==> src/rtl/sop_share_pkg.sv <==
// Shared definitions for the programmable shared-product SOP evaluator:
// configuration row layout, enable-row address and the abs_diff helper.
package sop_share_pkg;

  function automatic int pos_lsb();
    return 0;
  endfunction

  function automatic int neg_lsb(int n_in);
    return n_in;
  endfunction

  function automatic int act_lsb(int n_in);
    return 2 * n_in;
  endfunction

  function automatic int cfg_w(int n_in, int n_out);
    return 2 * n_in + n_out;
  endfunction

  // The enable row sits directly after the last product row.
  function automatic int en_row(int n_prod);
    return n_prod;
  endfunction

  function automatic logic [31:0] abs_diff(logic [31:0] a, logic [31:0] b);
    return (a > b) ? (a - b) : (b - a);
  endfunction

endpackage

==> src/rtl/sop_share_cfg.sv <==
// Shadow/active configuration register file; a write coinciding with a
// commit is folded into the copied image.
module sop_share_cfg
  import sop_share_pkg::*;
#(
  parameter int N_PROD = 6,
  parameter int AW     = 3,
  parameter int CW     = 10
) (
  input  logic                     clk,
  input  logic                     rst_n,
  input  logic                     cfg_valid,
  input  logic [AW-1:0]            cfg_addr,
  input  logic [CW-1:0]            cfg_data,
  input  logic                     cfg_commit,
  output logic [N_PROD:0][CW-1:0]  active
);

  logic [N_PROD:0][CW-1:0] shadow;
  logic [N_PROD:0][CW-1:0] shadow_nxt;

  // Addresses beyond the enable row match no row and are dropped.
  always_comb begin
    shadow_nxt = shadow;
    for (int unsigned r = 0; r <= N_PROD; r++) begin
      if (cfg_valid && cfg_addr == AW'(r)) shadow_nxt[r] = cfg_data;
    end
  end

  always_ff @(posedge clk or negedge rst_n) begin
    if (!rst_n) begin
      shadow <= '0;
      active <= '0;
    end else begin
      shadow <= shadow_nxt;
      if (cfg_commit) active <= shadow_nxt;
    end
  end

endmodule

==> src/rtl/sop_share_eval.sv <==
// Two-stage programmable SOP evaluator with error monitor: stage 1 forms
// per-output product terms, stage 2 ORs them and compares with the exact result.
module sop_share_eval
  import sop_share_pkg::*;
#(
  parameter int N_IN   = 4,
  parameter int N_OUT  = 2,
  parameter int N_PROD = 6,
  parameter int ET     = 1,
  parameter int CNT_W  = 16
) (
  input  logic                           clk,
  input  logic                           rst_n,
  input  logic                           cfg_valid,
  input  logic [$clog2(N_PROD+1)-1:0]    cfg_addr,
  input  logic [2*N_IN+N_OUT-1:0]        cfg_data,
  input  logic                           cfg_commit,
  input  logic                           in_valid,
  output logic                           in_ready,
  input  logic [N_IN-1:0]                in_data,
  input  logic [N_OUT-1:0]               exact_data,
  output logic                           out_valid,
  input  logic                           out_ready,
  output logic [N_OUT-1:0]               out_data,
  output logic                           out_err,
  input  logic                           stat_clr,
  output logic [CNT_W-1:0]               err_cnt,
  output logic [N_OUT-1:0]               err_max
);

  localparam int AW     = $clog2(N_PROD + 1);
  localparam int CW     = cfg_w(N_IN, N_OUT);
  localparam int PL     = pos_lsb();
  localparam int NL     = neg_lsb(N_IN);
  localparam int AL     = act_lsb(N_IN);
  localparam int EN_ROW = en_row(N_PROD);

  logic [N_PROD:0][CW-1:0]         active;
  logic [N_PROD-1:0]               pr;
  logic [N_OUT-1:0][N_PROD-1:0]    terms;
  logic                            s1_valid;
  logic [N_OUT-1:0][N_PROD-1:0]    s1_terms;
  logic [N_OUT-1:0]                s1_exact;
  logic [N_OUT-1:0]                approx;
  logic [31:0]                     diff_full;
  logic                            approx_err;
  logic [N_OUT-1:0]                s2_diff;
  logic                            s1_adv;
  logic                            s2_adv;

  sop_share_cfg #(
    .N_PROD (N_PROD),
    .AW     (AW),
    .CW     (CW)
  ) u_cfg (
    .clk        (clk),
    .rst_n      (rst_n),
    .cfg_valid  (cfg_valid),
    .cfg_addr   (cfg_addr),
    .cfg_data   (cfg_data),
    .cfg_commit (cfg_commit),
    .active     (active)
  );

  assign s2_adv   = !out_valid || out_ready;
  assign s1_adv   = !s1_valid || s2_adv;
  assign in_ready = s1_adv;

  // Empty products (no literal selected) are forced to 0 so unused rows are inert.
  always_comb begin
    pr    = '0;
    terms = '0;
    for (int unsigned p = 0; p < N_PROD; p++) begin
      pr[p] = (|(active[p][PL +: N_IN] | active[p][NL +: N_IN]))
            & (&((~active[p][PL +: N_IN] | in_data) & (~active[p][NL +: N_IN] | ~in_data)));
      for (int unsigned o = 0; o < N_OUT; o++) begin
        terms[o][p] = active[EN_ROW][o] & pr[p] & active[p][AL + int'(o)];
      end
    end
  end

  always_comb begin
    approx = '0;
    for (int unsigned o = 0; o < N_OUT; o++) approx[o] = |s1_terms[o];
    diff_full  = abs_diff(32'(approx), 32'(s1_exact));
    approx_err = diff_full > 32'(ET);
  end

  always_ff @(posedge clk or negedge rst_n) begin
    if (!rst_n) begin
      s1_valid  <= 1'b0;
      s1_terms  <= '0;
      s1_exact  <= '0;
      out_valid <= 1'b0;
      out_data  <= '0;
      out_err   <= 1'b0;
      s2_diff   <= '0;
    end else begin
      if (s1_adv) begin
        s1_valid <= in_valid;
        if (in_valid) begin
          s1_terms <= terms;
          s1_exact <= exact_data;
        end
      end
      if (s2_adv) begin
        out_valid <= s1_valid;
        if (s1_valid) begin
          out_data <= approx;
          out_err  <= approx_err;
          s2_diff  <= diff_full[N_OUT-1:0];
        end
      end
    end
  end

  always_ff @(posedge clk or negedge rst_n) begin
    if (!rst_n) begin
      err_cnt <= '0;
      err_max <= '0;
    end else if (stat_clr) begin
      err_cnt <= '0;
      err_max <= '0;
    end else if (out_valid && out_ready) begin
      if (out_err && err_cnt != '1) err_cnt <= err_cnt + 1'b1;
      if (s2_diff > err_max) err_max <= s2_diff;
    end
  end

endmodule

==> config.mk <==
export PLATFORM = sky130hd
export DESIGN_NAME = sop_share_eval
export DESIGN_NICKNAME = d
export VERILOG_FILES = /design/src/rtl/sop_share_pkg.sv /design/src/rtl/sop_share_cfg.sv /design/src/rtl/sop_share_eval.sv
export SDC_FILE = /design/constraint.sdc
export NUM_CORES = 1
export LEC_CHECK = 0
export BUFFER_PORTS_ARGS = -buffer_cell sky130_fd_sc_hd__buf_2
export CORE_MARGIN = 1
export CORE_UTILIZATION = 55
export CTS_BUF_LIST = sky130_fd_sc_hd__clkbuf_4
export CTS_CLUSTER_DIAMETER = 120
export DETAILED_ROUTE_END_ITERATION = 10
export PLACE_DENSITY = 0.78
export SYNTH_ARGS = -nofsm -noshare
export SYNTH_HDL_FRONTEND = slang
export SYNTH_SLANG_ARGS = --single-unit
==> constraint.sdc <==
create_clock -name clk -period 4.15 [get_ports clk]
set_input_delay 0.2075 -clock clk [delete_from_list [all_inputs] [get_ports clk]]
set_output_delay 0.2075 -clock clk [all_outputs]
set_load 0.005 [all_outputs]
# == After elaboration in Yosys (flattened, before gate mapping) ==
# Cells that the tools add are included.
# word_totals
reg_bits,171
input_bits,26
out_inout_bits,23
wordCells,153
# op_classes
n_addsub,3
n_lt_le_gt_ge,3
eq_ne,7
mux,14
n_bitwise,67
reduce_logical,35
# op_table
op,count
bitwise OR 4 bit,18
2-to-1 mux 10 bit,7
inverter 4 bit,13
2-to-1 mux 16 bit,3
"greater-than comparator 32 x 1 -> 1 bit, second input constant",1
2-to-1 mux 32 bit,1
bitwise AND 1 bit,30
bitwise AND 4 bit,6
AND reduction 4 bit,6
OR reduction 4 bit,6
"adder 16 x 1 -> 16 bit, second input constant",1
"!= test 16 bit, second input constant",1
OR reduction 6 bit,2
"equality test 3 bit, second input constant",3
logical AND 1 bit,9
AND reduction 2 bit,4
"equality test 3 x 2 -> 1 bit, second input constant",2
2-to-1 mux 2 bit,3
nonzero test 2 bit,3
subtractor 2 x 2 -> 3 bit,2
greater-than comparator 2 bit,2
"equality test 3 x 1 -> 1 bit, second input constant",1
logical NOT 3 bit,1
logical NOT 1 bit,2
logical OR 1 bit,2

# == Logic depth before layout (Yosys ltp) ==
# logic_depth
depth_word,7
mapped_depth,8
mapped_depth_nobuf,8

# == By module ==
# From an unflattened synthesis, not the netlist that was laid out.
# hier_totals
hier_cells,559
area_unflattened_um2,7952.6
# modules_own_cells
mod,n_inst,cells_each,area_each_um2,seq_area_each_um2
sop_share_cfg,1,302,5465.2,3503.4
sop_share_eval,1,257,2487.4,975.9

# == Worst setup path after synthesis ==
# No wires, ideal clock.
# synth_timing
path_type,flip-flop to flip-flop
startpoint,register s1_terms[9] (netlist name)
endpoint,register s2_diff[1]
setup_time_ns,0.083
arrival_ns,2.232
required_ns,4.067
slack_ns,1.835
stages_incl_launch_ff,8
n_path_buf,0
synth_period_minus_slack_ns,2.315
cell_sequence,dfrtp_1 or4_1 nor3_1 inv_1 ha_1 a21oi_1 mux2_2 o21ai_0
# synth_via
elab_chain_len,3
word_cells_on_any_way,5
classes_between,add/sub: 2; order compare: 1; mux: 1; reduce/logical: 1
# synth_rtl
element,line,source
"start, declared",sop_share_eval.sv:42,logic [N_OUT-1:0][N_PROD-1:0] s1_terms;
"start signal, assigned",sop_share_eval.sv:102,s1_terms <= terms;
OR reduction 6 bit *,sop_share_eval.sv:84,for (int unsigned o = 0; o < N_OUT; o++) approx[o] = |s1_terms[o];
net approx[1],sop_share_eval.sv:44,logic [N_OUT-1:0] approx;
subtractor 2 x 2 -> 3 bit / greater-than comparator 2 bit (equally long branches),sop_share_pkg.sv:27,return (a > b) ? (a - b) : (b - a);
2-to-1 mux 32 bit *,sop_share_pkg.sv:27,
"end signal, assigned",sop_share_eval.sv:111,s2_diff <= diff_full[N_OUT-1:0];
"end, declared",sop_share_eval.sv:47,logic [N_OUT-1:0] s2_diff;
# The timed path passes the listed nets; every way through them passes the cells marked *.
# A chain may end at the register's enable or synchronous reset.

# == Worst setup path after layout ==
# Same ends and word-level chain as after synthesis.

==> results.cfg <==
[worst_setup_path]
timing.critical_path.required_ns = 4.63
cp-start-kind = flip-flop
r2r_setup_slack_ns = 1.58
setup.worst_path.class = reg2reg
worst_path_largest_cell_delay_ns = 0.51
critical_path_arrival_ns = 3.05
crit_path_end_kind = flip-flop
slowest_stage = sky130_fd_sc_hd__or4_1
critical_path_maximum_fanout = 3
cp_cell_sequence = or4_1 > nor3_1 > inv_1 > ha_1 > a21oi_1 > mux2_2 > o21ai_0

[finish]
area_of_the_multi_input_gates_mm2 = 0.00291
finalNetCount = 620
layout.cells.non_filler = 771
flip_flop_and_latch_area_mm2 = 0.00408
fillerInstances = 999
share_of_cells_above_drive_strength_1_pct = 39.6
post-route-cell-area_mm2 = 0.00787
area.growth.synth_to_final_pct = 10.6

[floorplan]
floorplan.core_area_mm2 = 0.0126
std_cell_rows = 41
dieArea_mm2 = 0.0134
y_dimension_of_the_die_um = 116
top_level_ports = 49
starting_density_of_the_core_pct = 56.4
die_w_um = 116

[placed_design]
dp.cells = 730
routabilityCongestion = 0.814
post-place-ws_ns = 1.60
dp_hpwl_mm = 9.67
detailed_place.area_mm2 = 0.00752
place.port_buffers = 48

[global_route]
grt_pass1_vias = 4608
antenna_found_initial = 1
grt_first_pass_wirelength_mm = 22.8
global_routing_usage_summed_across_all_routing_layers_pct = 23.1
pin_count_of_the_biggest_net_entering_global_routing = 111
grt_remaining_overflow = 0

[yosys]
synth_sequential_area_ratio_pct = 57.3
synth_fa_ha_area_share_pct = 1.62
synthesis.area_mm2 = 0.00711
synth.area.mux_share_pct = 24.8
ys_ff_latch = 163
synth-compound-area-share_pct = 4.29
mappedNetlistNets = 562
synth.lib_cells_used.distinct = 44
syn_area_per_cell_um2 = 13.5
synth_top_family_by_area = multiplexers
ys_async_sr_fraction_pct = 100
postSynthCellCount = 528
synth-edff-count = 0
post_synth_xor_area_fraction_pct = 0
ys.flop_type = sky130_fd_sc_hd__dfrtp_1
synth.yosys.warnings = 0
synth-simple-area-share_pct = 10.2

[drt]
drt_iter0_drc = 312
dr.pass1.iters = 5
drt-wirelength-per-cell_um = 18.5
wl_final_mm = 14.2
detailroute.via_count = 4458
postRouteAntennaNets = 0
detail_route.drc_violations = 0
drt-vias-per-instance = 5.78

[clock_network]
cts_sinks = 163
clock-root-buffer = sky130_fd_sc_hd__clkbuf_4
tritoncts = done
clk_pin_slew_worst_paths_ns = 0.14
h_tree_levels = 4
worst_skew_pair.late_latency_ns = 0.57
cts_inserted_buffers = 17
max-clock-path-buffers = 2

[sta]
layout_worst_path_cycle_share_pct = 62.0
setup-tns-final_ns = 0
holdWs_ns = 0.0350
timing.clock.skew_ns = 0.0238
setup_ws_post_layout_ns = 1.58
rsz0062_at_grt = no
timing_hold_violations_final = 0
layout_min_cycle_time_ns = 2.57
worst-slew-pin-transition_ns = 0.989
timing.slew.headroom_pct = 34.0
report.final.slew_viol_count = 0
number_of_failing_setup_endpoints_in_the_final_timing_report = 0
fmax_mhz = 389

[status]
run_status = complete, no violations

[pwr]
combPwrFrac_pct = 19.9
p_seq_share_pct = 56.4
swShare_pct = 28.3
total_switching_power_mw = 1.06
clkPwrFrac_pct = 23.6
internal_power_mw = 2.68
pwr_density_cell_mw_per_mm2 = 475
leak_pwr_nw = 3.46
vdd_drop_max_v = 0.000336

[min_path]
hold_path_class = in2reg

[run]
count_of_maximum_capacitance_violations = 0
-- layout make-up --
type | count | area share (%)
Multi-Input combinational cell | 334 | 37.0
Clock inverter | 12 | 1.48
Clock buffer | 19 | 1.81
Inverter | 8 | 0.382
Tap cell | 172 | 2.73
Timing Repair Buffer | 62 | 4.75
Antenna cell | 1 | 0.0318
Sequential cell | 163 | 51.8
-- flip-flops by register name, summed over array words and instances, names as in the netlist --
name and flops:
u_cfg.active 62, u_cfg.shadow 62, err_cnt 16, s1_terms 12
err_max 2, out_data 2, s1_exact 2, s2_diff 2
out_err 1, out_valid 1, s1_valid 1
-- stage by stage --
| step | power (mW) | utilization (%) |
|---|---|---|
| 2_1_floorplan | 2.63 | - |
| 3_3_place_gp | 2.82 | 59.6 |
| 3_5_place_dp | 2.89 | 59.6 |
| 4_1_cts | 3.77 | 62.3 |
| 5_1_grt | 3.94 | 62.4 |
| 6_report | 3.74 | 62.4 |
-- cells in the final DEF, fill, tap and decap left out, types with 2 or more instances in the layout --
master,n
sky130_fd_sc_hd__inv_1,8
sky130_fd_sc_hd__clkinv_1,2
sky130_fd_sc_hd__a211oi_1,7
sky130_fd_sc_hd__clkbuf_4,19
sky130_fd_sc_hd__o31ai_1,5
sky130_fd_sc_hd__nand3b_1,2
sky130_fd_sc_hd__mux2i_1,14
sky130_fd_sc_hd__nor2b_1,5
sky130_fd_sc_hd__nand4_1,15
sky130_fd_sc_hd__nor2_1,8
sky130_fd_sc_hd__nand2_1,24
sky130_fd_sc_hd__buf_4,5
sky130_fd_sc_hd__nor4_1,15
sky130_fd_sc_hd__dfrtp_1,163
sky130_fd_sc_hd__dlygate4sd3_1,9
sky130_fd_sc_hd__or3_1,2
sky130_fd_sc_hd__nor3_4,2
sky130_fd_sc_hd__nand3_1,11
sky130_fd_sc_hd__fa_1,2
sky130_fd_sc_hd__clkinvlp_4,2
sky130_fd_sc_hd__nor3_1,3
sky130_fd_sc_hd__nand4b_1,3
sky130_fd_sc_hd__ha_1,6
sky130_fd_sc_hd__buf_2,47
sky130_fd_sc_hd__a21oi_1,11
sky130_fd_sc_hd__o21ai_0,21
sky130_fd_sc_hd__nand4_2,2
sky130_fd_sc_hd__clkinv_2,5
sky130_fd_sc_hd__a311oi_1,2
sky130_fd_sc_hd__nor3b_1,3
sky130_fd_sc_hd__nand2b_1,5
sky130_fd_sc_hd__bufinv_16,2
sky130_fd_sc_hd__mux2_2,143
sky130_fd_sc_hd__or4_1,8
-- routing by layer --
layer / GRT usage, % / up-vias / part of all wire [%]
met5: 0 / - / 0
met4: 8.63 / 0 / 1.8
met1: 28.9 / 2300 / 44
met3: 5.44 / 19 / 3.2
met2: 39.1 / 78 / 51
li1: - / 2061 / -
-- cells by family after synthesis --
group / count (synthesis)
flip-flops: 163
multiplexers: 158
AND/OR/NAND/NOR: 118
AO/OA/AOI/OAI: 50
buffers and inverters: 31
adder cells (fa/ha/maj): 8
-- Yosys cell counts (5+ instances only) --
library cell | instances | share of area (%)
sky130_fd_sc_hd__buf_2 | 7 | 0.49
sky130_fd_sc_hd__nor4_1 | 15 | 1.3
sky130_fd_sc_hd__nor2_1 | 8 | 0.42
sky130_fd_sc_hd__dfrtp_1 | 163 | 57
sky130_fd_sc_hd__nand3_1 | 11 | 0.77
sky130_fd_sc_hd__a21oi_1 | 11 | 0.77
sky130_fd_sc_hd__ha_1 | 6 | 1.1
sky130_fd_sc_hd__clkbuf_1 | 13 | 0.69
sky130_fd_sc_hd__inv_1 | 8 | 0.42
sky130_fd_sc_hd__nand2_1 | 24 | 1.3
sky130_fd_sc_hd__or4_1 | 8 | 0.84
sky130_fd_sc_hd__mux2i_1 | 14 | 2.0
sky130_fd_sc_hd__a211oi_1 | 7 | 0.74
sky130_fd_sc_hd__nand2b_1 | 5 | 0.44
sky130_fd_sc_hd__mux2_2 | 143 | 23
sky130_fd_sc_hd__o31ai_1 | 5 | 0.53
sky130_fd_sc_hd__nor2b_1 | 5 | 0.44
sky130_fd_sc_hd__o21ai_0 | 21 | 1.5
sky130_fd_sc_hd__nand4_1 | 15 | 1.3
-- path summary, 6_finish.rpt --
check,start,endpoint,depth (start not counted)
worst max-delay path,s1_terms[9],s2_diff[1],7
worst min-delay path,cfg_data[7],u_cfg.shadow[7],2
worst max register to register,s1_terms[9],s2_diff[1],7
worst min register to register,s1_terms[0],s1_terms[0],2
max in group asynchronous,rst_n,u_cfg.shadow[43],3
min in group asynchronous,rst_n,err_cnt[6],2
-- worst max-delay path, delay by kind of cell (launching register included) --
| kind | cells | cell delay, ns |
|---|---|---|
| AOI/OAI and AO/OA | 2 | 0.41 |
| adders and majority gates | 1 | 0.30 |
| buffers and inverters | 1 | 0.16 |
| DFF | 1 | 0.40 |
| muxes | 1 | 0.38 |
| and+or+nand+nor | 2 | 0.86 |
-- timing repair --
action                                 4_1_cts  5_1_grt
resized for setup                            0        0
buffers inserted                             0        0
hold buffers                                 9        0
endpoints found under the hold margin      127        0
-- power groups by stage --
stage               clock network, mW  logic, mW  registers, mW
finish                          0.884      0.744           2.11
global route                    0.962      0.822           2.15
CTS                             0.906      0.751           2.11
detailed placement                  0      0.742           2.15
global placement                    0      0.694           2.12
floorplan                           0      0.550           2.08
(Power assumes the default switching activity.)
